$ cat src/rtl/cover_toggle_sched.sv
// Toggle-cover report scheduler: merges NUM_REQ hit vectors into one stream of global cover indices.
// Latency: a hit sampled on edge k shows up on out_valid after edge k+1; one index per cycle after that.
// Backpressure: out_valid/out_index hold while out_ready=0; pending hits keep accumulating meanwhile.
// Optional build macro COVER_SCHED_DEDUP_EN: report each cover point at most once between resets.
module cover_toggle_sched #(
    parameter int NUM_REQ    = 4,
    parameter int WIDTH      = 44,
    parameter int BASE_INDEX = 0,
    parameter int IDX_W      = 32
) (
    input  logic                     clock,
    input  logic                     reset,
    input  logic [NUM_REQ*WIDTH-1:0] hit,
    input  logic                     flush,
    output logic                     out_valid,
    input  logic                     out_ready,
    output logic [IDX_W-1:0]         out_index,
    output logic                     busy,
    output logic [31:0]              emit_count
);

    localparam int TOTAL = NUM_REQ * WIDTH;
    localparam int PTR_W = (NUM_REQ > 1) ? $clog2(NUM_REQ) : 1;
    localparam int BIT_W = (WIDTH > 1) ? $clog2(WIDTH) : 1;

    logic [TOTAL-1:0] pending;
    logic [TOTAL-1:0] cleared;
    logic [TOTAL-1:0] hit_masked;
    logic [PTR_W-1:0] rr_ptr;

    logic [NUM_REQ-1:0] req_any;
    logic [BIT_W-1:0]   low_bit [NUM_REQ];
    logic               sel_found;
    logic [PTR_W-1:0]   sel_r;
    int                 sel_flat;
    logic               free_slot;
    logic               load;

`ifdef COVER_SCHED_DEDUP_EN
    logic [TOTAL-1:0] covered;
`endif

    // Per-requester summary: any pending bit, and the lowest pending bit position.
    always_comb begin
        for (int r = 0; r < NUM_REQ; r++) begin
            req_any[r] = |pending[r*WIDTH +: WIDTH];
            low_bit[r] = '0;
            for (int b = WIDTH - 1; b >= 0; b--) begin
                if (pending[r*WIDTH + b]) begin
                    low_bit[r] = BIT_W'(b);
                end
            end
        end
    end

    // Round-robin requester pick: first pass from rr_ptr upward, second pass wraps to 0.
    always_comb begin
        sel_found = 1'b0;
        sel_r     = '0;
        for (int r = 0; r < NUM_REQ; r++) begin
            if (!sel_found && req_any[r] && (r >= int'(rr_ptr))) begin
                sel_found = 1'b1;
                sel_r     = PTR_W'(r);
            end
        end
        for (int r = 0; r < NUM_REQ; r++) begin
            if (!sel_found && req_any[r]) begin
                sel_found = 1'b1;
                sel_r     = PTR_W'(r);
            end
        end
    end

    // Load decision and the one-hot bit consumed by this load; flush blocks loading.
    always_comb begin
        free_slot = !out_valid || out_ready;
        load      = free_slot && sel_found && !flush;
        sel_flat  = int'(sel_r) * WIDTH + int'(low_bit[sel_r]);
        cleared   = '0;
        if (load) begin
            cleared[sel_flat] = 1'b1;
        end
    end

    // Incoming hits; with dedup, already-reported points (including the one loading now) are masked.
    always_comb begin
`ifdef COVER_SCHED_DEDUP_EN
        hit_masked = hit & ~(covered | cleared);
`else
        hit_masked = hit;
`endif
    end

    // Busy while anything is queued or an index waits in the output register.
    always_comb begin
        busy = (|pending) || out_valid;
    end

    // Pending bitmap, output register, round-robin pointer and transfer counter.
    always_ff @(posedge clock) begin
        if (!reset) begin
            pending    <= '0;
            out_valid  <= 1'b0;
            out_index  <= '0;
            rr_ptr     <= '0;
            emit_count <= '0;
`ifdef COVER_SCHED_DEDUP_EN
            covered    <= '0;
`endif
        end else begin
            if (out_valid && out_ready && (emit_count != 32'hFFFF_FFFF)) begin
                emit_count <= emit_count + 32'd1;
            end

            if (flush) begin
                pending <= '0;
            end else begin
                pending <= (pending & ~cleared) | hit_masked;
            end

            if (load) begin
                out_valid <= 1'b1;
                out_index <= IDX_W'(BASE_INDEX) + IDX_W'(sel_flat);
                if (int'(sel_r) == NUM_REQ - 1) begin
                    rr_ptr <= '0;
                end else begin
                    rr_ptr <= sel_r + PTR_W'(1);
                end
`ifdef COVER_SCHED_DEDUP_EN
                covered <= covered | cleared;
`endif
            end else if (free_slot) begin
                out_valid <= 1'b0;
            end
        end
    end

endmodule

$ cat config.mk
export PLATFORM = sky130hd
export DESIGN_NAME = cover_toggle_sched
export DESIGN_NICKNAME = d
export VERILOG_FILES = /design/src/rtl/cover_toggle_sched.sv
export SDC_FILE = /design/constraint.sdc
export NUM_CORES = 1
export LEC_CHECK = 0
export CORE_UTILIZATION = 55
export CTS_CLUSTER_SIZE = 20
export DETAILED_ROUTE_END_ITERATION = 10
export GPL_TIMING_DRIVEN = 0
export PLACE_DENSITY = 0.95
export SYNTH_ARGS = -nofsm -noshare
export SYNTH_HDL_FRONTEND = slang
export SYNTH_SLANG_ARGS = --single-unit
$ cat constraint.sdc
create_clock -name clock -period 9.97 [get_ports clock]
set_input_delay 1.994 -clock clock [delete_from_list [all_inputs] [get_ports clock]]
set_output_delay 1.994 -clock clock [all_outputs]
set_load 0.01 [all_outputs]
==> impl_metrics.ini <==
[run_status]
status = finished clean

[clock_network]
clkLatencyLatePin_ns = 0.53
cts_hold_buf = 0
cts_htree_levels = 1
cts.sinks = 220
clkTransAtPathRegs_ns = 0.06
cts_setup_buffers = 0
root_buffer = clkbuf_16
cts_tree = done
cts_made_buffers = 24
clk_path_buf_depth = 3
ctsResizeCount = 0

[floorplanning]
ioPinCount = 246
fp.dieH_um = 145
core_um2 = 20200
dieArea_um2 = 21100
rows = 52
start_util_pct = 56.0
dieWidth_um = 145

[logic_synthesis]
synthesis.yosys.warnings = 0
synth-edff-count = 0
ys_ff_latch = 220
postSynthAreaPerCell_um2 = 7.50
syn-cell-area_um2 = 11300
synth_largest_area_cell = dfxtp_1
yosys_most_used_dff = dfxtp_1
synthArstFlopShare_pct = 0
ys_types = 66
yosysMostFrequentCell = dfxtp_1
yosysSeqAreaShare_pct = 39.0
synth.top_cell.area_share_pct = 39.0
ys_top_cells_by_count = 220 x dfxtp_1, 216 x a21oi_1, 216 x o21ai_0
netlist_instances = 1507
yosys-top-cells-area = dfxtp_1 39%, a21oi_1 9.6%, o21ai_0 9.6%, nor2_1 7.1%, nor4_1 3.4%

[global_routing]
grt_max_degree = 15
grt_pass1_vias = 12300
grt.overflow.total = 0
antenna_found_initial = 0
globalRouteTotalUtil_pct = 35.9
grt_pass1_wl_um = 61900

[finish]
fill_cells = 1523
antenna_cells = 0
drive_above_1_share_pct = 5.96
nets = 1965
syn_to_final_growth_pct = 31.2
fin_area_um2 = 14800

[sta]
slew-limit-headroom_pct = 27.5
finalCritPeriodShare_pct = 62.3
tns_ns = 0
drv_slew = 0
max_freq_ghz = 0.161
setup_violations = 0
tightest_slew_ns = 1.08
rsz0062_at_grt = no
skew_ns = 0.0189
finalCriticalPeriod_ns = 6.22
hold_viol_final = 0

[run]
drv_cap = 0

[worst_setup_path]
critPathCaptureType = register
path_class = register to register
crit_required_ns = 10.38
cp.arrival_ns = 6.62
start_kind = register
reg2reg_slack_ns = 3.75
critical_path.max_fanout = 10

[pwr]
powerDensity_nw_per_um2 = 175
p_leak_nw = 5.56
power_w = 0.00259
peakVddDrop_mv = 0.130

[routing]
drt_iter0_markers = 1904
detail_route.wirelength_um = 38900
postRouteAntennaNets = 0
num_vias = 13100
drt-wirelength-per-cell_um = 18.8
vias_per_cell = 6.36
post-route-drc-count = 0
drtPass1Iterations = 7

[placed_design]
place_area_um2 = 13900
gp_congestion = 0.923
io_buffers = 221
dp_hpwl_um = 27800

[min_path]
hp-class = register to register
[routing by layer]
metal / vias up / global-route usage, % / share of wire, % / wire, um
met4: 0 / 18.9 / 5.5 / 2130
met2: 997 / 58.5 / 46 / 17900
met1: 5946 / 45.9 / 38 / 14700
met3: 217 / 5.74 / 11 / 4140
li1: 5963 / - / - / -
met5: - / 0 / 0 / 0
[where the power goes]
| group | internal (W) | switching, W | total, W |
|---|---|---|---|
| Clock | 0.000625 | 0.000381 | 0.00101 |
| Sequential | 0.000919 | 0.0000497 | 0.000969 |
| Combinational | 0.000223 | 0.000395 | 0.000618 |
| Total | 0.00177 | 0.000826 | 0.00259 |
[final timing paths]
path / start / to / cells after the start
setup / recovery: pending[157] / pending[134] / 22
hold reg to reg: out_index[5] / out_index[5] / 2
setup reg to reg: pending[157] / pending[134] / 22
hold / removal: out_index[5] / out_index[5] / 2
[worst max-delay path, stage by stage (launching register included)]
cell and delay, ns:
dfxtp_1 0.36, nor4_1 0.57, nand4_1 0.33, nor3_1 0.57
o21ai_0 0.17, a31oi_1 0.17, nor2_1 0.09, clkinv_1 0.18
clkbuf_1 0.42, a21oi_1 0.10, a221oi_1 0.33, a31oi_1 0.08
ha_1 0.20, inv_1 0.07, fa_1 0.22, nor2b_1 0.07
o21ai_0 0.14, nand2b_1 0.12, a211oi_1 0.87, nand2_1 0.39
clkbuf_1 0.32, nor3_1 0.22, a21oi_1 0.10
[metrics by stage]
| stage | std cells | utilization (%) | setup slack (ns) | hold WS [ns] |
|---|---|---|---|---|
| finish | 2064 | 73.5 | 3.75 | 0.462 |
| global route | 2064 | 73.5 | 3.27 | 0.487 |
| CTS | 2064 | 73.5 | 4.02 | 0.467 |
| detailed placement | 2020 | 69.1 | 4.04 | 0.459 |
| global placement | 2020 | 69.1 | 4.09 | 0.450 |
| floorplan | 1529 | - | 5.39 | 0.488 |
[state kept, by name, indices dropped and copies added (netlist names)]
name	cells
emit_count	32
out_index	9
out_valid	1
pending	176
rr_ptr	2
[area by class of cell]
class                   count  area, um^2  area share (%)
clock buffers              32         702            4.73
inverters                  46         173            1.16
multi-input cells        1178        6360            42.9
well taps                 270         338            2.28
plain buffers              85         447            3.01
flip-flops and latches    220        4400            29.7
repair buffers            221        2210            14.9
clock inverters            12         195            1.32
[layout by cell type, fill, tap and decap left out, types with 6 or more instances in the layout]
master / count
nand2b_1: 11
inv_1: 44
nor3_1: 76
ha_1: 8
buf_4: 28
nand2_1: 72
a21oi_1: 216
o211ai_1: 6
clkbuf_1: 41
nand3_1: 37
clkbuf_16: 25
buf_2: 18
xnor2_1: 20
or3_1: 13
and2_1: 28
nand4_1: 20
and3_1: 6
a21boi_0: 18
nor2_1: 215
conb_1: 23
clkdlybuf4s50_1: 221
xor2_1: 6
dfxtp_1: 220
a211oi_1: 6
o31ai_1: 11
a31oi_1: 12
o21ai_0: 216
nor4_1: 62
o21bai_1: 8
nor2b_1: 12
[kinds of logic (layout without fill, tap and decap cells)]
kind of cell	Yosys count	in the layout	share of synthesized area (%)
compound gates	536	536	26.8
xor+xnor	26	26	2.02
fa+ha+maj	9	9	1.06
buf+inv	131	396	5.48
flops	220	220	39.0
mux	5	5	0.454
other cells	1	23	0.0332
simple gates	579	579	25.2
(Power assumes the default switching activity.)
